[config.mk]
export PLATFORM = sky130hd
export DESIGN_NAME = loop_over_all_nibbles_flat
export DESIGN_NICKNAME = d
export VERILOG_FILES = /design/src/rtl/loop_over_all_nibbles_if.sv /design/src/rtl/loop_over_all_nibbles.sv /design/src/flat_wrapper.sv
export SDC_FILE = /design/constraint.sdc
export NUM_CORES = 1
export LEC_CHECK = 0
export ABC_AREA = 1
export CAP_MARGIN = 15
export CORE_ASPECT_RATIO = 0.75
export CORE_MARGIN = 4
export CORE_UTILIZATION = 30
export DETAILED_ROUTE_END_ITERATION = 6
export GPL_TIMING_DRIVEN = 0
export MAX_ROUTING_LAYER = met4
export SLEW_MARGIN = 25
export SYNTH_ARGS = -nofsm -noshare
export SYNTH_HDL_FRONTEND = slang
export SYNTH_SLANG_ARGS = --single-unit
[constraint.sdc]
create_clock -name clk -period 5 [get_ports clk]
set_clock_uncertainty 0.2 [all_clocks]
set_input_delay 0.75 -clock clk [delete_from_list [all_inputs] [get_ports clk]]
set_output_delay 0.75 -clock clk [all_outputs]
set_load 0.01 [all_outputs]
[src/rtl/loop_over_all_nibbles_if.sv]
// rtl/loop_over_all_nibbles_if.sv - control/operand/result bundle for the nibble-serial ALU
//
// master: the control FSM (drives request, opcode, operands, mode bits; reads result/busy)
// slave : the ALU (loop_over_all_nibbles)
interface loop_over_all_nibbles_if;
    logic        loop_perm_to_count;
    logic [4:0]  ctrl;
    logic [31:0] word1;
    logic [31:0] word2;
    logic [31:0] preinit_result;
    logic [2:0]  loop_nibbles_number;
    logic        word2_is_signed_and_negative;
    logic        check_if_result_0xF;
    logic        carry_in;
    logic [31:0] result;
    logic        carry_out;
    logic        busy;

    modport master (
        output loop_perm_to_count, ctrl, word1, word2, preinit_result,
               loop_nibbles_number, word2_is_signed_and_negative,
               check_if_result_0xF, carry_in,
        input  result, carry_out, busy
    );

    modport slave (
        input  loop_perm_to_count, ctrl, word1, word2, preinit_result,
               loop_nibbles_number, word2_is_signed_and_negative,
               check_if_result_0xF, carry_in,
        output result, carry_out, busy
    );
endinterface

[src/rtl/loop_over_all_nibbles.sv]
// rtl/loop_over_all_nibbles.sv - nibble-serial 32-bit ALU (one nibble per clock, LSB first)
//
// Ports:
//   clk  - clock, rising edge
//   rst  - asynchronous active-high reset
//   bus  - loop_over_all_nibbles_if.slave: request/opcode/operands in, result/carry_out/busy out
// Parameter:
//   NIBBLES - nibbles per word (8); the nibble index is 3 bits wide
// Build option:
//   NIBBLE_ALU_SUB_EN - when defined, ctrl=5 performs SUB; otherwise ctrl=5 acts as ADD
module loop_over_all_nibbles #(
    parameter int NIBBLES = 8
) (
    input  logic                      clk,
    input  logic                      rst,
    loop_over_all_nibbles_if.slave    bus
);

    localparam logic [2:0] LAST_NIB = 3'(NIBBLES - 1);

    typedef enum logic {
        ST_START,   // next nibble processed is the first of an operation
        ST_RUN      // at least one nibble of the current operation is done
    } state_t;

    state_t      state;
    logic [2:0]  idx;
    logic        carry;
    logic        eq_acc;
    logic [31:0] result_q;
    logic        carry_out_q;

    logic        is_logic;
    logic        is_sub;
    logic [4:0]  bit_pos;
    logic [3:0]  a_nib;
    logic [3:0]  b_raw;
    logic [3:0]  b_nib;
    logic        c_eff;
    logic [4:0]  sum;
    logic [3:0]  r_nib;
    logic [2:0]  last;
    logic        done;
    logic        eq_next;

    always_comb begin
        is_logic = (bus.ctrl >= 5'd1) && (bus.ctrl <= 5'd4);
`ifdef NIBBLE_ALU_SUB_EN
        is_sub   = (bus.ctrl == 5'd5);
`else
        is_sub   = 1'b0;
`endif
        bit_pos  = {idx, 2'b00};
        a_nib    = bus.word1[bit_pos +: 4];
        // Above the immediate's width the operand is its sign extension.
        b_raw    = (idx > bus.loop_nibbles_number) ? {4{bus.word2_is_signed_and_negative}}
                                                   : bus.word2[bit_pos +: 4];
        b_nib    = is_sub ? ~b_raw : b_raw;
        // SUB is a + ~b + 1: the first nibble always sees carry 1.
        c_eff    = (is_sub && state == ST_START) ? 1'b1 : carry;
        sum      = {1'b0, a_nib} + {1'b0, b_nib} + {4'b0000, c_eff};

        r_nib = sum[3:0];
        case (bus.ctrl)
            5'd1:    r_nib = a_nib & b_nib;
            5'd2:    r_nib = a_nib | b_nib;
            5'd3:    r_nib = a_nib ^ b_nib;
            5'd4:    r_nib = ~(a_nib ^ b_nib);
            default: r_nib = sum[3:0];
        endcase

        // Negative operands and compares must touch every nibble.
        last = (bus.word2_is_signed_and_negative || bus.check_if_result_0xF) ? LAST_NIB
                                                                            : bus.loop_nibbles_number;
        done = (idx == LAST_NIB) ||
               ((idx >= last) && (is_logic || !sum[4]));

        eq_next  = ((state == ST_START) ? 1'b1 : eq_acc) && (r_nib == 4'hF);

        bus.busy = bus.loop_perm_to_count && !rst && !done;
    end

    always_ff @(posedge clk or posedge rst) begin
        if (rst) begin
            state       <= ST_START;
            idx         <= 3'd0;
            carry       <= 1'b0;
            eq_acc      <= 1'b0;
            result_q    <= 32'd0;
            carry_out_q <= 1'b0;
        end else if (!bus.loop_perm_to_count) begin
            // Idle or aborted: preload result and rearm for a fresh operation.
            state    <= ST_START;
            idx      <= 3'd0;
            carry    <= bus.carry_in;
            result_q <= bus.preinit_result;
        end else begin
            result_q[bit_pos +: 4] <= r_nib;
            eq_acc                 <= eq_next;
            if (done) begin
                // Request still high means back-to-back op without preload.
                state       <= ST_START;
                idx         <= 3'd0;
                carry       <= bus.carry_in;
                carry_out_q <= bus.check_if_result_0xF ? eq_next
                             : (is_logic ? 1'b0 : sum[4]);
            end else begin
                state <= ST_RUN;
                idx   <= idx + 3'd1;
                if (!is_logic) begin
                    carry <= sum[4];
                end
            end
        end
    end

    assign bus.result    = result_q;
    assign bus.carry_out = carry_out_q;

endmodule

[src/flat_wrapper.sv]
// flat-port wrapper written by rule: the top's interface ports become plain ports
module loop_over_all_nibbles_flat 
#(
    parameter int NIBBLES = 8
)
  (clk, rst, bus_loop_perm_to_count, bus_ctrl, bus_word1, bus_word2, bus_preinit_result, bus_loop_nibbles_number, bus_word2_is_signed_and_negative, bus_check_if_result_0xF, bus_carry_in, bus_result, bus_carry_out, bus_busy);
  loop_over_all_nibbles_if bus_i ();
  input  logic clk;
  input  logic rst;
  input wire logic [$bits(bus_i.loop_perm_to_count)-1:0] bus_loop_perm_to_count;
  input wire logic [$bits(bus_i.ctrl)-1:0] bus_ctrl;
  input wire logic [$bits(bus_i.word1)-1:0] bus_word1;
  input wire logic [$bits(bus_i.word2)-1:0] bus_word2;
  input wire logic [$bits(bus_i.preinit_result)-1:0] bus_preinit_result;
  input wire logic [$bits(bus_i.loop_nibbles_number)-1:0] bus_loop_nibbles_number;
  input wire logic [$bits(bus_i.word2_is_signed_and_negative)-1:0] bus_word2_is_signed_and_negative;
  input wire logic [$bits(bus_i.check_if_result_0xF)-1:0] bus_check_if_result_0xF;
  input wire logic [$bits(bus_i.carry_in)-1:0] bus_carry_in;
  output wire logic [$bits(bus_i.result)-1:0] bus_result;
  output wire logic [$bits(bus_i.carry_out)-1:0] bus_carry_out;
  output wire logic [$bits(bus_i.busy)-1:0] bus_busy;
  assign bus_i.loop_perm_to_count = bus_loop_perm_to_count;
  assign bus_i.ctrl = bus_ctrl;
  assign bus_i.word1 = bus_word1;
  assign bus_i.word2 = bus_word2;
  assign bus_i.preinit_result = bus_preinit_result;
  assign bus_i.loop_nibbles_number = bus_loop_nibbles_number;
  assign bus_i.word2_is_signed_and_negative = bus_word2_is_signed_and_negative;
  assign bus_i.check_if_result_0xF = bus_check_if_result_0xF;
  assign bus_i.carry_in = bus_carry_in;
  assign bus_result = bus_i.result;
  assign bus_carry_out = bus_i.carry_out;
  assign bus_busy = bus_i.busy;
  loop_over_all_nibbles #(.NIBBLES(NIBBLES)) u_core (.clk(clk), .rst(rst), .bus(bus_i));
endmodule
==> results of run 1 <==
[per-stage QoR]
step	TNS (ns)	instances	instance area [sq um]
6_report	0	784	5260
5_1_grt	0	784	5260
4_1_cts	0	783	5230
3_5_place_dp	-0.224	773	5030
3_3_place_gp	-0.160	772	5010
2_1_floorplan	0	489	3410
[cell usage in the layout (no fill, tap or decap), drive strengths merged, types with 2 or more instances in the layout]
master           n
dfrtp           39
ha              21
nor2            67
or2              2
inv             75
o21ai           43
o21bai           4
a21oi            6
fa               2
clkdlybuf4s50  142
nand2          101
nor3             6
o221ai           7
nand3           46
nand4           14
o22ai            9
buf             14
o211ai           2
a22o            18
clkbuf          16
[routing by layer]
metal,share of wire [%],vias to the layer above,GRT usage (%)
li1,-,1927,-
met1,49,1817,28.6
met2,45,119,29.6
met3,4.8,9,2.45
met4,0.61,0,3.16
met5,0,-,-
[registers in the layout, summed over array words and instances (netlist names)]
| register | cells |
|---|---|
| u_core.bus.result | 32 |
| u_core.idx | 3 |
| u_core.bus.carry_out | 1 |
| u_core.c_eff | 1 |
| u_core.eq_acc | 1 |
| u_core.state | 1 |
[kinds of logic (layout without fill, tap and decap cells)]
| logic type | after synthesis | in the layout | synth area share, % |
|---|---|---|---|
| and+or+nand+nor | 238 | 238 | 33.1 |
| buffers and inverters | 95 | 250 | 11.0 |
| AOI/OAI and AO/OA | 92 | 92 | 17.8 |
| DFF | 39 | 39 | 28.6 |
| adders and majority gates | 23 | 23 | 8.89 |
| xor gates and xnor gates | 1 | 1 | 0.257 |
| muxes | 1 | 1 | 0.330 |
[tightest hold or removal path: cells and delay by family (launching register included)]
family	cells	cell delay (ns)
and+or+nand+nor	2	0.10
DFF	1	0.34
[final timing paths]
kind | to | slack, ns | cells after the start
worst min-delay path | u_core.bus.carry_out$_DFFE_PP0P_ | 0.28 | 2
worst max-delay path | bus_busy | 0.21 | 19
worst max register to register | u_core.c_eff$_DFFE_PP0P_ | 1.22 | 19
max in group asynchronous | u_core.bus.result[5]$_DFFE_PP0P_ | 3.65 | 3
min in group asynchronous | u_core.bus.result[9]$_DFFE_PP0P_ | 0.52 | 2
worst min register to register | u_core.bus.carry_out$_DFFE_PP0P_ | 0.28 | 2
[power groups by stage]
stage | Combinational, mW | Sequential (mW) | Clock [mW]
after floorplan | 0.591 | 0.409 | 0
after global placement | 0.936 | 0.400 | 0
after detailed placement | 0.946 | 0.399 | 0
after CTS | 0.961 | 0.395 | 0.346
after global routing | 1.09 | 0.402 | 0.359
final | 0.981 | 0.395 | 0.342
[area by class of cell]
type	count	area share, %
Tap cell	140	3.33
Timing Repair Buffer	147	28.0
Clock buffer	7	2.90
Clock inverter	1	0.143
Multi-Input combinational cell	355	39.8
Buffer	19	1.81
Inverter	76	5.43
Sequential cell	39	18.6
[what timing repair did]
| action | in CTS | in global routing |
|---|---|---|
| setup endpoints to repair | 1 | 1 |
| hold buffers | 0 | 0 |
| pin swaps | 1 | 1 |
| gates resized for setup | 5 | 7 |
| buffers inserted | 2 | 1 |
==> flow_results.org, run 1 <==
** Pwr
- P_sw :: 0.729 mW
- Switching part of the total :: 42.4%
- Overall power :: 1.72 mW
- Combinational logic is responsible for 57.1% of the overall power.
- Sequential cells burn 23.0% of the power.
- Int Pwr :: 0.989 mW
- Peak VDD IR :: 0.147 mV
- In this run the power density over the cells is 327 nW/um^2.
- Clock network fraction of design power :: 19.9%
- Summed over all cells, the static leakage comes to 2.41 nW.

** Worst setup path
- First element of the critical path :: bus_loop_nibbles_number[2]
- Critical Path End Type :: primary output
- Reg-to-Reg Start :: u_core.idx[0]$_DFF_PP0_
- Critical-path top delay cell :: clkdlybuf4s50_1
- Req. time, crit path :: 4.05 ns
- Cell family with most CP delay :: buffers and inverters
- Worst setup path class :: in -> out
- Critical path cell sequence :: clkdlybuf4s50_1, inv_1, ha_4, nand3b_1, a32oi_2, inv_1, nand3_1, nand2_2, inv_2, fa_1, inv_1, fa_2, a21oi_1, nor2_1, o21ai_2, nand2_2, nand3_4, nor2_1, dlygate4sd2_1
- Critical path's most frequent cell :: inv_1
- Critical Path Start Type :: input port
- Maximum cell stage delay along the critical path :: 0.51 ns
- In this run the worst path has a maximum fanout of 6.
- Crit path DAT :: about 3.8 ns
- Together, buffers and inverters on the worst path number 6.

** Die
- Starting density of the core :: 30.9%
- Vertical extent of the die :: 100 microns
- Core ar. :: 11000 sq um
- Placement row count :: 33
- The die covers 13100 sq um.
- For this design the top-level I/O count stands at 144.
- From left edge to right edge, the die measures approximately 130 microns.

** Final layout
- Fraction of layout instances using a drive strength above 1 :: between 10% and 20%
- Area growth syn-to-layout :: 54.3%
- At the end of the flow the core is filled with cells to between 40% and 50%.
- Sequential cell area in the final layout :: 976 sq um
- Number of fill cells :: 1070
- Final net count :: 776
- Antenna Cells :: 0
- Summing all multi-input logic gate instances after layout gives 2090 sq um.

** Status
- Result of the run :: completed

** Synthesis
- Of all cell types, the one taking the most synthesized area is dfrtp_1.
- Summed over its instances, the top area cell type makes up 28.6% of the synthesized netlist area.
- Ranking of synthesized cells by area :: dfrtp_1, nand2_1, ha_1
- The commonest cells after synthesis are nand2_1, inv_1, nor2_1.
- For this run, asynchronously set or reset flops after synthesis account for 100%.
- In the synthesized netlist, the number of instances is 489.
- Among all flip-flop cells after synthesis, the most frequent one is dfrtp_1.
- The most common cell in the synthesized netlist is nand2_1.
- EDFF count, synth :: 0
- Summing every instance area after synthesis gives 3410 sq um.
- Counting distinct cell types in the post-synthesis netlist gives 40.
- Synthesis inferred 39 register bits.
- Sequential elements use between 20% and 30% of the synthesized area.
- The average instance in the mapped netlist occupies between 6 and 7 sq um.
- The number of nets in the synthesized netlist is 622.
- Yosys printed 0 warnings.

** Clock tree
- The clock passes through at most 2 buffers.
- Clock tree from TritonCTS :: yes
- CTS sink cnt :: 39
- TritonCTS created 5 clock buffers.
- Clock-pin slew was measured on the worst setup and hold paths at about 0.060 ns.
- The tree is rooted in a clkbuf_16.
- The clock tree synthesis step divided the H-tree into 2 levels.
- Clock latency reported for the late side of the worst-skew pair :: between 0.2 and 0.3 ns

** Min path
- Hold Crit Start :: u_core.bus.carry_out$_DFFE_PP0P_
- The tightest min-delay check is of the reg -> reg type.

** Timing
- Measured against its own limit, the worst slew margin works out to approximately 56%.
- Final setup violating endpoints :: 0
- Final hold viol count :: 0
- Setup slack closes at around 0.21 ns.
- Setup repair after global routing left no endpoint under its margin.
- At the pin with the least slew margin, the transition time is 0.652 ns.
- Based on the critical path, the design can be clocked at up to 0.209 GHz.
- Post-layout min period :: 4.79 ns
- Fraction of the cycle the final worst path needs :: 95.8%
- The tightest hold path in the finished design has a slack of roughly 0.28 ns.
- Number of slew-limit violations in the final report :: 0

** Route
- In the final routed layout, each cell accounts on average for between 15 and 20 microns.
- The detail route stage leaves a number of antenna-violating nets equal to 0.
- Summing over every cut layer, the via total after detailed routing is 3872.
- Number of remaining DRC errors :: 0
- Via-per-instance ratio :: between 4 and 5
- The final layout contains routed wiring with a total length of 12400 microns.
- Detailed Routing Iterations Pass 1 :: 5
- In this run, the number of DRC markers left after iteration 0 of detailed routing was 236.

** Placed design
- Number of port buffers :: 143
- GPL Wtd Cong :: approximately 0.86
- Detail Placement HPWL :: 10300 microns
- At the placement stage, the worst setup path has a slack of -0.224 ns.

** Global route
- Maximum number of pins on one net before global-route repair :: 32
- Total routing usage reported by global routing :: 19.6%
- Grt ovf :: 0
- Global-route wire length before repair :: between 20000 and 25000 microns
- The initial antenna violation count came to 0.
- The number of global-route vias before repair came to around 4000.

** Flow run
- Max-cap violations in this run came to 0.
Note: power is estimated with default switching activity, not from simulation.
==> inputs of run 2 (changes only) <==
CORE_MARGIN = not set   (was 4)
CTS_BUF_LIST = sky130_fd_sc_hd__clkbuf_8   (was not set)
==> flow_results.org, run 2 (synthesized netlist as in run 1, its figures left out) <==
** Final layout
- In the layout the commonest cells are clkdlybuf4s50_1, nand2_1, inv_1.
- The number of flip-flops under the largest register name was 32 (unchanged).
- Area of combinational cells with multiple inputs :: 2080 sq um (-0.54%)
- Fraction of layout instances using a drive strength above 1 :: 10.1% (-0.14 points)
- The non-filler instance count after layout was 783 (-0.13%).
- Number of fill cells :: 1130 (+5.6%)
- The net count of the finished layout is 775 (-0.13%).
- The storage element area is 976 sq um (unchanged).
- Antenna Cells :: 0 (unchanged)
- The post-layout utilization of the core came to 47.3% (-0.41 points).
- Leaving out fill and tap cells, the most frequent cell in the layout is clkdlybuf4s50_1.
- Area growth syn-to-layout :: 52.4%

** Die
- Chip width :: 125 microns (-4.6%)
- The effective utilization at floorplan came to 31.0% (+0.12 points).
- The full die area came to 11800 sq um (-10%).
- Number of I/O pins :: 144 (unchanged)
- The vertical extent of the die is 94.3 microns (-6.0%).
- Core ar. :: 11000 sq um (-0.37%)
- The number of placement rows came to 33 (unchanged).

** Timing
- Final setup violating endpoints :: 0 (unchanged)
- The final-report max-slew violation count came to 0 (unchanged).
- RSZ-0062 raised after global routing :: false
- The setup TNS is 0 ns (unchanged).
- Max Fclk :: 0.214 GHz (+2.4%)
- Headroom to the max-slew limit :: 57.6% (+1.5 points)
- Post-layout min period :: 4.68 ns (-0.114 ns)
- Measured slew at the worst slew-check pin :: 0.630 ns (-0.0222 ns)
- Fraction of the cycle the final worst path needs :: 93.5% (-2.3 points)
- The count of endpoints failing hold in the final timing report came to 0 (unchanged).

** Global route
- Maximum number of pins on one net before global-route repair :: 28 (-13%)
- Total routing usage reported by global routing :: 20.8% (+1.2 points)
- Initial antenna violation count :: 0 (unchanged)
- Grt ovf :: 0 (unchanged)
- Number of global-route vias before repair :: 3755 (-4.6%)
- Global-route wire length before repair :: 19000 microns (-4.9%)

** Route
- The number of optimization iterations in the first detailed-route pass was 6 (+1).
- Number of remaining DRC errors :: 8 (+8)
- The total via count after detailed routing was 3879 (+0.18%).
- Post-Route WL :: 11800 microns (-5.1%)
- The mean number of vias per cell came to 4.95 (+0.31%).
- The antenna violation net count after detailed routing is 0 (unchanged).
- The routed length per instance was 15.1 microns (-5.0%).
- The DRC violation total after the first TritonRoute iteration is 255 (+8.1%).

** Status
- Failing checks :: design-rule violations
- The run finished, with violations left.

** Pwr
- The ratio of total power to cell area was 319 nW/um^2 (-2.4%).
- The leakage power was 2.39 nW (-0.84%).
- The maximum ir drop on the vdd rail came to 0.187 mV (+27%).

** Clock tree
- The maximum buffer depth of the clock tree was 2 (unchanged).
- Root Buffer Master :: clkbuf_8
- The total clock buffers created by CTS was 5 (unchanged).
- H-Tree Level Count :: 2 (unchanged)
- Clock latency reported for the late side of the worst-skew pair :: 0.29 ns (about the same)
- Clock-pin transition on the worst setup and hold timing paths :: 0.08 ns (+0.02 ns)
- TritonCTS built the clock tree.
- The clock net sink count was 39 (unchanged).

** Worst setup path
- STA classifies the critical path startpoint as an input port.
- Crit path DAT :: 3.73 ns (-0.11 ns)
- Maximum fanout along the worst path :: 6 (unchanged)
- The data required time at the worst endpoint came to 4.05 ns (about the same).
- Worst setup path class :: in -> out
- The worst setup path is captured at a primary output.

** Placed design
- The last weighted congestion value of the routability-driven placer is 0.853 (-0.29%).
- The number of buffers added on ports came to 143 (unchanged).
- Cell count after placement :: 773 (unchanged)
- Detail Placement HPWL :: 9670 microns (-5.8%)

** Min path
- The worst hold path belongs to the class reg -> reg.

** Flow run
- Maximum Capacitance Violations :: 0 (unchanged)
## run 2: changes by cell type in the layout (fill, tap and decap cells not counted), sizes merged
| cell | delta |
|---|---|
| buf | -1 |
| dlygate4sd2 | -1 |
| clkinv | +1 |
| bufinv | +1 |
| clkinvlp | -1 |
## run 2: report_power, final
part / internal [mW] / switching (mW) / total (mW)
Combinational: 0.416 / 0.564 / 0.980
Clock: 0.162 / 0.119 / 0.281
Sequential: 0.360 / 0.0354 / 0.395
## run 2: path summary, 6_finish.rpt
kind,from,endpoint,slack (ns),cells past startpoint
worst min register to register,u_core.bus.carry_out$_DFFE_PP0P_,u_core.bus.carry_out$_DFFE_PP0P_,0.28,2
max in group asynchronous,rst,u_core.bus.result[19]$_DFFE_PP0P_,3.61,3
worst max-delay path,bus_loop_nibbles_number[2],bus_busy,0.32,19
worst min-delay path,u_core.bus.carry_out$_DFFE_PP0P_,u_core.bus.carry_out$_DFFE_PP0P_,0.28,2
worst max register to register,u_core.idx[1]$_DFF_PP0_,u_core.bus.result[25]$_DFFE_PP0P_,1.22,17
min in group asynchronous,rst,u_core.bus.result[11]$_DFFE_PP0P_,0.54,2
## run 2: critical path, stage by stage
cell,delay (ns)
clkdlybuf4s50_1,0.48
inv_1,0.05
ha_1,0.34
a21oi_2,0.16
a32oi_2,0.07
inv_1,0.10
nand3_1,0.12
nand2_1,0.13
inv_2,0.06
fa_1,0.39
inv_1,0.11
fa_2,0.23
a21oi_2,0.06
nor2_1,0.12
o21ai_2,0.11
nand2_2,0.09
nand3_4,0.11
nor2_1,0.11
clkbuf_2,0.14
## run 2: layout make-up
type / count / share of cell area [%]
Sequential cell: 39 / 18.8
Buffer: 19 / 1.83
Timing Repair Buffer: 146 / 28.1
Tap cell: 140 / 3.37
Inverter: 76 / 5.49
Clock inverter: 2 / 0.675
Clock buffer: 6 / 1.59
Multi-Input combinational cell: 355 / 40.1
## run 2: timing repair
| item | in CTS | in global routing |
|---|---|---|
| gates resized for setup | 4 | 8 |
| setup buffers | 1 | 1 |
| hold buffers | 0 | 0 |
| endpoints found under the setup margin | 1 | 1 |
| pin swaps | 0 | 2 |
## run 2: layer usage
layer	vias up	wire, microns	global-route usage (%)
met1	1820	5870	29.4
li1	1925	-	-
met4	0	98	3.56
met5	-	0	-
met3	10	643	2.79
met2	124	5210	31.9
## run 2: stage by stage
step                      setup slack, ns  hold WS [ns]  total power, mW  area [sq um]
after floorplan                      1.13         0.253            0.999          3410
after global placement             -0.160         0.267             1.33          5010
after detailed placement           -0.185         0.267             1.34          5030
after CTS                          0.0944         0.286             1.63          5160
after global routing               0.0925         0.334             1.79          5190
final                               0.324         0.280             1.66          5190
==> inputs of run 3 (changes only) <==
RECOVER_POWER = 50   (was not set)
==> flow_results.org, run 3 (synthesized netlist as in run 1, its figures left out) <==
** Status
- Result of the run :: finished with violations
- The final reports fail on design-rule violations, max-capacitance violations, max-slew violations.

** Pwr
- The power share of the combinational group came to 59.0% (-0.2 points).
- The switching part of the total is 43.6% (+0.19 points).
- Overall power :: 1.65 mW (-0.50%)
- The total net switching power was 0.718 mW (about the same).
- Part of the total power dissipated in sequential elements :: 23.9% (about the same)
- Clock network fraction of design power :: 17.1% (about the same)
- The ratio of total power to cell area came to 318 nW/um^2 (-0.19%).
- The leakage power was 2.40 nW (+0.40%).
- Int Pwr :: 0.929 mW (-0.82%)
- Peak VDD IR :: 0.187 mV (about the same)

** Route
- The antenna violation net count after detailed routing is 0 (unchanged).
- The mean number of vias per cell was 4.94 (-0.28%).
- Wire length per cell :: 15.1 microns (-0.25%)
- The total via count after detailed routing was 3868 (-0.28%).
- Number of remaining DRC errors :: 8 (unchanged)
- Number of design-rule violations left by the first detailed-router iteration :: 249 (-2.4%)
- Detailed Routing Iterations Pass 1 :: 7 (+1)
- The total wire length after detailed routing is 11800 microns (-0.25%).

** Die
- The horizontal die dimension is 125 microns (unchanged).
- The count of pins on the block boundary is 144 (unchanged).
- The full die area is 11800 sq um (unchanged).
- The vertical extent of the die is 94.3 microns (unchanged).
- Starting density of the core :: 31.0% (unchanged)
- The area of the core came to 11000 sq um (unchanged).
- Placement row count :: 33 (unchanged)

** Placed design
- The post-placement cell area is 5030 sq um (unchanged).
- Detail Placement HPWL :: 9670 microns (unchanged)
- Cell count after placement :: 773 (unchanged)
- The pre-CTS setup slack came to -0.185 ns (unchanged).
- GPL Wtd Cong :: 0.853 (unchanged)
- Number of port buffers :: 143 (unchanged)

** Final layout
- The fill cell instance count of the final layout was 1132 (+0.18%).
- The storage element area is 976 sq um (unchanged).
- In the layout the commonest cells are clkdlybuf4s50_1, nand2_1, inv_1.
- Final net count :: 775 (unchanged)
- Fraction of layout instances using a drive strength above 1 :: 9.80% (-0.31 points)
- Commonest non-fill, non-tap cell in the layout :: clkdlybuf4s50_1
- Relative to the synthesized area, the layout overhead comes to 51.9%.
- The non-filler instance count after layout is 783 (unchanged).
- The final antenna diode count was 0 (unchanged).
- Max FFs per register :: 32 (unchanged)
- Design Area, Final :: 5180 sq um (-0.31%)
- Final core utilization :: 47.1% (-0.15 points)
- Area of combinational cells with multiple inputs :: 2080 sq um (unchanged)

** Global route
- Number of global-route vias before repair :: 3755 (unchanged)
- The global routing usage summed across all routing layers was 20.8% (unchanged).
- Maximum number of pins on one net before global-route repair :: 28 (unchanged)
- The first-pass GRT wire length came to 19000 microns (unchanged).
- The initial antenna violation count came to 0 (unchanged).
- Grt ovf :: 0 (unchanged)

** Timing
- The final setup violation count came to 0 (unchanged).
- The final clock period utilization by the worst path is 93.5% (about the same).
- The final-report max-slew violation count is 28 (+28).
- The count of endpoints failing hold in the final timing report was 0 (unchanged).
- Final worst hold slack :: 0.280 ns (-0.0000940 ns)
- The worst setup margin came to 0.324 ns (+0.000383 ns).
- The setup TNS is 0 ns (unchanged).
- The minimum period implied by the final worst setup slack was 4.68 ns (-0.000383 ns).
- Max Fclk :: 0.214 GHz (about the same)
- Setup repair after global routing left no endpoint under its margin.
- The slew at the pin closest to its max-slew limit came to 1.55 ns (+0.917 ns).
- The worst-case headroom to the max-slew limit was -3.13% (-61 points).

** Clock tree
- Deepest clock path buffer count :: 2 (unchanged)
- The clock-pin slew of the registers on the worst-case setup and hold paths was 0.08 ns (about the same).
- Total clock buffers created by CTS :: 5 (unchanged)
- Root Buffer Master :: clkbuf_8
- Number of hold buffers added after cts :: 0 (unchanged)
- The clock latency at the later pin of the worst-skew pair came to 0.29 ns (about the same).
- The depth of the CTS H-tree was 2 (unchanged).
- Clock tree from TritonCTS :: yes
- CTS sink cnt :: 39 (unchanged)

** Min path
- Hold Crit Start :: u_core.bus.carry_out$_DFFE_PP0P_
- Hold/Removal Path Class :: reg -> reg

** Worst setup path
- The maximum fanout along the worst path was 6 (unchanged).
- The worst setup path is launched from an input port.
- The arrival time at the worst endpoint is 3.73 ns (about the same).
- Critical Path End Type :: primary output
- Worst setup path class :: in -> out
- The startpoint identified for the worst register-to-register timing path is u_core.idx[1]$_DFF_PP0_.
- The data required time at the worst endpoint came to 4.05 ns (about the same).
- First element of the critical path :: bus_loop_nibbles_number[2]

** Flow run
- Maximum Capacitance Violations :: 1 (+1)
## run 3: critical path, cell delays in order
cell and delay, ns:
clkdlybuf4s50_1 0.48, inv_1 0.05, ha_1 0.34, a21oi_2 0.16
a32oi_2 0.07, inv_1 0.10, nand3_1 0.12, nand2_1 0.13
inv_2 0.06, fa_1 0.39, inv_1 0.11, fa_2 0.23
a21oi_2 0.06, nor2_1 0.12, o21ai_2 0.11, nand2_2 0.09
nand3_4 0.11, nor2_1 0.11, clkbuf_2 0.14
## run 3: what timing repair did
action	in CTS	in global routing
pin swaps	0	2
resized for setup	4	8
setup buffers	1	1
setup endpoints to repair	1	1
## run 3: area by class of cell
cell class / instances / share of cell area [%]
multi-input combinational: 355 / 40.2
timing repair buffer: 146 / 27.9
sequential: 39 / 18.9
inverter: 76 / 5.51
tap: 140 / 3.38
buffer: 19 / 1.84
clock buffer: 6 / 1.60
clock inverter: 2 / 0.677
## run 3: final timing paths
check | to | slack, ns | cells after the start
worst max-delay path | bus_busy | 0.32 | 19
min in group asynchronous | u_core.bus.result[25]$_DFFE_PP0P_ | 0.73 | 2
worst min-delay path | u_core.bus.carry_out$_DFFE_PP0P_ | 0.28 | 2
worst min register to register | u_core.bus.carry_out$_DFFE_PP0P_ | 0.28 | 2
max in group asynchronous | u_core.bus.result[19]$_DFFE_PP0P_ | 2.07 | 3
worst max register to register | u_core.bus.result[25]$_DFFE_PP0P_ | 1.21 | 17
## run 3: layer usage
layer | vias up | wire [microns] | share of wire [%] | global-route usage, %
li1 | 1926 | - | - | -
met1 | 1810 | 5840 | 50 | 29.4
met2 | 122 | 5220 | 44 | 31.9
met3 | 10 | 628 | 5.3 | 2.79
met4 | 0 | 98 | 0.83 | 3.56
met5 | - | 0 | 0 | -
## run 3: power groups by stage
stage	clock network (mW)	registers (mW)	logic [mW]
after floorplan	0	0.409	0.591
after global placement	0	0.400	0.931
after detailed placement	0	0.400	0.944
after CTS	0.285	0.395	0.952
after global routing	0.296	0.401	1.08
final	0.281	0.394	0.972
==> edit 1, RTL diff (flow settings as in run 3) <==
The option `NIBBLE_ALU_SUB_EN` is turned on by a define.
--- a/src/rtl/loop_over_all_nibbles.sv
+++ b/src/rtl/loop_over_all_nibbles.sv
@@ -10,2 +10,4 @@
 //   NIBBLE_ALU_SUB_EN - when defined, ctrl=5 performs SUB; otherwise ctrl=5 acts as ADD
+`define NIBBLE_ALU_SUB_EN
+
 module loop_over_all_nibbles #(
Check against the original RTL: not equivalent (a bounded check fails within 4 cycles, from zero or initial values and one cycle with rst high).
==> edit 1 against run 3 <==
- cell area up 2.2%
- setup slack got worse by 140 ps
- sequential cell count unchanged
- area after synthesis fell by 0.84%
- largest cell class unchanged
- count of clock-buffer cells in the layout stayed put
- critical endpoint unchanged
- largest power group unchanged
- wire length increased by 1.9%
- total power shrank 0.12%
- non-clock buffer count up 4
==> edit 1: results (changes against run 3) <==
Worst setup path
  – Arrival time worst endpoint: 3870 ps (was 3730 ps)
  – RR Startpoint: u_core.idx[0] (was u_core.idx[1])
  – Worst setup path endpoint: bus_busy (unchanged)
  – Worst Reg-to-Reg Cells: 18 (was 17)
  – Max FO, Critical Path: 7 (was 6)
  – Worst Setup SP: bus_loop_nibbles_number[2] (unchanged)
  – R2R Setup Slk: 1170 ps (was 1210 ps)
  – Top delay family on crit path: buffers and inverters (was adder cells)
  – Slowest CP cell: clkdlybuf4s50_1 (unchanged)
  – Worst flop-to-flop path endpoint: u_core.bus.result[29] (was u_core.bus.result[25])
  – Max incr delay on CP: 490 ps

Yosys
  – Number of synthesis warnings: 0 (unchanged)
  – Mapped Cells: 512 (was 489)
  – Syn nets: 644 (was 622)
  – Share of the yosys chip area belonging to registers: 28.9% (was 28.6%)
  – Async set-reset flop share out of synthesis: 100% (unchanged)
  – Most frequent cells after synthesis: nand2_1, nand3_1, inv_1 (was nand2_1, inv_1, nor2_1)
  – Synth top area cells: dfrtp_1, nand2_1, nand3_1 (was dfrtp_1, nand2_1, ha_1)
  – Post-synthesis cell type count: 39 (was 40)
  – Main synth FF type: dfrtp_1 (unchanged)

Clocking
  – Clk pin slew, worst setup/hold paths: 70 ps
  – Maximum buffer depth of the clock tree: 2 (unchanged)
  – H-tree levels: 2 (unchanged)
  – CTS Buf Count: 5 (unchanged)
  – Root Driver: clkbuf_8 (unchanged)
  – Clk Latency, worst-skew pair: 290 ps (about the same)

Outcome
  – Status: finished clean (was finished with violations)

Cells and area
  – Max reg flops: 32 (unchanged)
  – Fillcell total: 1079 (was 1132)
  – ANT cells: 0 (unchanged)
  – Non-Filler Instances: 812 (was 783)
  – Share of layout cells above drive strength 1: 11.6% (was 9.80%)
  – Total Nets Final: 803 (was 775)

Timing
  – Slew margin rel.: 22.0% (was -3.13%)
  – Post-route clock period utilization: 96.4% (was 93.5%)

GRT
  – Initial antenna violation count: 0 (unchanged)
  – Total track usage: 21.1% (was 20.8%)
  – First-pass GRT wire length: 19.2 mm (was 19.0 mm)
  – Pin count of the biggest net entering global routing: 22 (was 28)

Place
  – Dpl hpwl: 9.71 mm (was 9.67 mm)
  – # port buffers: 143 (unchanged)
  – RePlAce Congestion: 0.851 (was 0.853)
  – Place WS: -344 ps (was -185 ps)

Route
  – DRT iter0 DRCs: 158 (was 249)
  – Drt pass-1 iters: 4 (was 7)
  – Avg WL per Cell: 14.8 um (was 15.1 um)
  – Total number of vias: 4023 (was 3868)

Min path
  – Worst hold start: u_core.bus.result[16] (was u_core.bus.carry_out)
  – HP Class: register to register (unchanged)

Power
  – P_leak: 2.46 nW (was 2.40 nW)
  – Peak supply drop: 0.116 mV (was 0.187 mV)
==> edit 1: power by group <==
group	internal, mW	switching (mW)
sequential	0.359	0.0349
clock	0.162	0.112
combinational	0.431	0.547
total	0.951	0.694
==> edit 1: what timing repair did <==
action | 4_1_cts | 5_1_grt
gates resized for setup | 13 | 14
gates cloned | 0 | 0
endpoints found under the hold margin | 0 | 0
pin swaps | 2 | 7
setup endpoints to repair | 1 | 1
setup buffers | 4 | 4
==> edit 1: worst min-delay path by stage <==
| stage | slack, ps | endpoint | depth (start not counted) |
|---|---|---|---|
| 2_1_floorplan | 260 | u_core.eq_acc | 2 |
| 3_3_place_gp | 280 | u_core.eq_acc | 2 |
| 3_5_place_dp | 280 | u_core.bus.result[27] | 2 |
| 4_1_cts | 300 | u_core.bus.result[19] | 2 |
| 5_1_grt | 300 | u_core.bus.result[19] | 2 |
| 6_report | 300 | u_core.bus.result[16] | 2 |
==> edit 1: through the flow <==
step                      utilization [%]  instance area [um^2]
after floorplan                         -                  3380
after global placement               45.6                  4980
after detailed placement             45.8                  5010
after CTS                            47.5                  5200
after global routing                 48.4                  5290
final                                48.4                  5290
==> edit 1: per-layer routing <==
metal | vias to the layer above | GRT usage (%) | part of all wire, %
li1 | 1984 | - | -
met1 | 1895 | 29.2 | 51
met2 | 132 | 33.1 | 43
met3 | 12 | 2.96 | 4.9
met4 | 0 | 3.71 | 1.0
met5 | - | - | 0
==> edit 1: layout make-up <==
type,count,area (um^2),share of cell area (%)
Tap cell,140,175,3.31
Clock inverter,2,35.0,0.662
Multi-Input combinational cell,398,2200,41.6
Clock buffer,6,82.6,1.56
Buffer,17,98.8,1.87
Sequential cell,39,977,18.5
Inverter,58,225,4.26
Timing Repair Buffer,152,1500,28.3
==> edit 1: worst reg2reg max path: cells and delay by family (launching register included) <==
| kind | cells | cell delay, ps |
|---|---|---|
| adders and majority gates | 3 | 860 |
| xor gates and xnor gates | 1 | 210 |
| DFF | 1 | 490 |
| and+or+nand+nor | 11 | 1400 |
| buffers and inverters | 3 | 540 |
==> edit 1: cells by family (layout without fill, tap and decap cells) <==
family | Yosys count | after routing | synth area share [%]
AO/OA/AOI/OAI | 66 | 66 | 11.9
XOR/XNOR | 3 | 3 | 0.778
adder cells (fa/ha/maj) | 22 | 22 | 8.37
buffers and inverters | 75 | 235 | 9.15
flip-flops | 39 | 39 | 28.9
AND/OR/NAND/NOR | 307 | 307 | 41.0
==> edit 2, RTL diff (settings of run 3) <==
Made on the original files. Reset style: synchronous (`rst`), changed in one clocked block. Comments in the files are not updated.
--- a/src/rtl/loop_over_all_nibbles.sv
+++ b/src/rtl/loop_over_all_nibbles.sv
@@ -82,3 +82,3 @@
 
-    always_ff @(posedge clk or posedge rst) begin
+    always_ff @(posedge clk) begin
         if (rst) begin
Check against the original RTL: differs if rst is asserted again (counterexample within 4 cycles, from zero or initial values and one cycle with rst high); with rst held inactive, the same outputs for 10 cycles.
==> edit 2 against run 3 <==
- area after synthesis fell by 11%
- wire length decreased by 8.5%
- cell area decreased by 8.7%
- setup slack worse by 71 ps
- sequential cell count stayed put
- critical endpoint unchanged
- global-route usage grew 0.76 points
- register-to-register slack better by 30 ps
- count of clock-buffer cells in the layout down 1
Power is not compared: it rests on default switching activity, and its combinational part moved more than twofold at a synthesized area within 25%.
==> edit 2: results (changes against run 3) <==
Place
  – Placed cell area: 0.00461 mm^2 (was 0.00503 mm^2)
  – Dpl hpwl: 8.79 mm (was 9.67 mm)
  – Cells after DPL: 758 (was 773)
  – # port buffers: 141 (was 143)
  – RePlAce Congestion: 0.879 (was 0.853)

Worst setup path
  – Max FO, Critical Path: 4 (was 6)
  – Arrival time worst endpoint: 3800 ps (was 3730 ps)

Cells and area
  – Total Nets Final: 765 (was 775)
  – ANT cells: 0 (unchanged)
  – Share of layout cells above drive strength 1: 7.23% (was 9.80%)
  – Fillcell total: 1007 (was 1132)
  – Max reg flops: 32 (unchanged)

Outcome
  – Status: finished clean (was finished with violations)

Clocking
  – H-tree levels: 2 (unchanged)
  – Clk pin slew, worst setup/hold paths: 80 ps (about the same)
  – Clk Latency, worst-skew pair: 290 ps (about the same)
  – Root Driver: clkbuf_8 (unchanged)
  – Maximum buffer depth of the clock tree: 2 (unchanged)
  – CTS Buf Count: 5 (unchanged)

Route
  – Drt pass-1 iters: 5 (was 7)
  – Total number of vias: 3788 (was 3868)
  – Final WL: 10.8 mm (was 11.8 mm)
  – DRT iter0 DRCs: 282 (was 249)
  – Routed vias/inst: 4.93 (was 4.94)

Power
  – P_leak: 2.05 nW
  – Peak supply drop: 0.0857 mV

GRT
  – Initial antenna violation count: 0 (unchanged)
  – Total track usage: 21.6% (was 20.8%)
  – Vias in the first global route: 3720 (was 3755)
  – Pin count of the biggest net entering global routing: 13 (was 28)
  – First-pass GRT wire length: 17.7 mm (was 19.0 mm)

Yosys
  – Async set-reset flop share out of synthesis: 0% (was 100%)
  – Share of the yosys chip area belonging to registers: 25.7% (was 28.6%)
  – Number of synthesis warnings: 0 (unchanged)
  – Synth top area cells: dfxtp_1, nand2_1, nor2_1 (was dfrtp_1, nand2_1, ha_1)
  – Syn nets: 615 (was 622)
  – Post-synthesis cell type count: 32 (was 40)
  – Synth Area per Inst: 6.26 um^2 (was 6.97 um^2)
  – Most frequent cells after synthesis: nand2_1, nor2_1, inv_1 (was nand2_1, inv_1, nor2_1)

Min path
  – HP Class: register to register (unchanged)

Timing
  – Worst slew pin tran: 664 ps (was 1550 ps)
edit 2: cell types whose count changed after synthesis, sizes merged, moves of 28 or more:
| cell | change |
|---|---|
| nand3 | -28 |
| dfrtp | -39 |
| dfxtp | +39 |
| a31oi | +31 |
| nand2 | +43 |
edit 2: through the flow:
stage / util [%] / setup slack (ps) / TNS, ps
after floorplan: - / 1180 / 0
after global placement: 47.4 / -246 / -246
after detailed placement: 47.4 / -255 / -255
after CTS: 48.2 / 12.4 / 0
after global routing: 48.5 / 20.6 / 0
final: 48.5 / 253 / 0
edit 2: worst paths after layout:
check	startpoint	endpoint	slack, ps	depth (start not counted)
setup / recovery	bus_loop_nibbles_number[2]	bus_busy	250	20
hold / removal	u_core.bus.carry_out	u_core.bus.carry_out	290	2
setup reg to reg	u_core.idx[1]	u_core.bus.result[25]	1240	18
hold reg to reg	u_core.bus.carry_out	u_core.bus.carry_out	290	2
edit 2: where the power goes:
group | switching (mW) | internal [mW]
clock | 0.116 | 0.0956
sequential | 0.0105 | 0.330
combinational | 0.217 | 0.185
total | 0.343 | 0.611
edit 2: layout make-up:
type                            instances  share of cell area [%]
Sequential cell                        39                    16.5
Timing Repair Buffer                  143                    30.1
Clock buffer                            5                    1.46
Inverter                               57                    4.53
Tap cell                              132                    3.49
Buffer                                 20                    1.85
Multi-Input combinational cell        369                    41.8
Clock inverter                          3                   0.318
edit 2: worst max-delay path, cell delays in order:
cell             delay (ps)
clkdlybuf4s50_1         480
inv_1                    50
ha_1                    310
nand2_1                  50
o21ai_0                 130
nand2_1                 120
nor2_1                  100
inv_1                    80
nand2_1                 130
inv_1                    80
fa_1                    360
inv_1                   110
fa_2                    230
a21oi_1                  80
o21bai_1                160
nand2_2                 100
nand2_2                 100
nand3_4                 100
nor2_4                  110
clkbuf_2                150
edit 2: logic make-up (layout without fill, tap and decap cells):
logic type	count (synthesis)	after routing	synth area share [%]
AND/OR/NAND/NOR	246	246	35.0
AO/OA/AOI/OAI	102	102	20.3
adder cells (fa/ha/maj)	20	20	8.74
buffers and inverters	77	228	9.93
XOR/XNOR	1	1	0.289
flip-flops	39	39	25.7
edit 2: what timing repair did:
| item | CTS | global route |
|---|---|---|
| resized for setup | 2 | 6 |
| pin swaps | 0 | 1 |
| endpoints found under the setup margin | 1 | 1 |
| setup buffers | 0 | 2 |
| gates cloned | 0 | 0 |
edit 2: metal layers:
layer	global-route usage (%)	routed length, um
met1	30.4	5550
met2	32.5	4540
met3	3.44	584
met4	4.08	112
met5	-	0
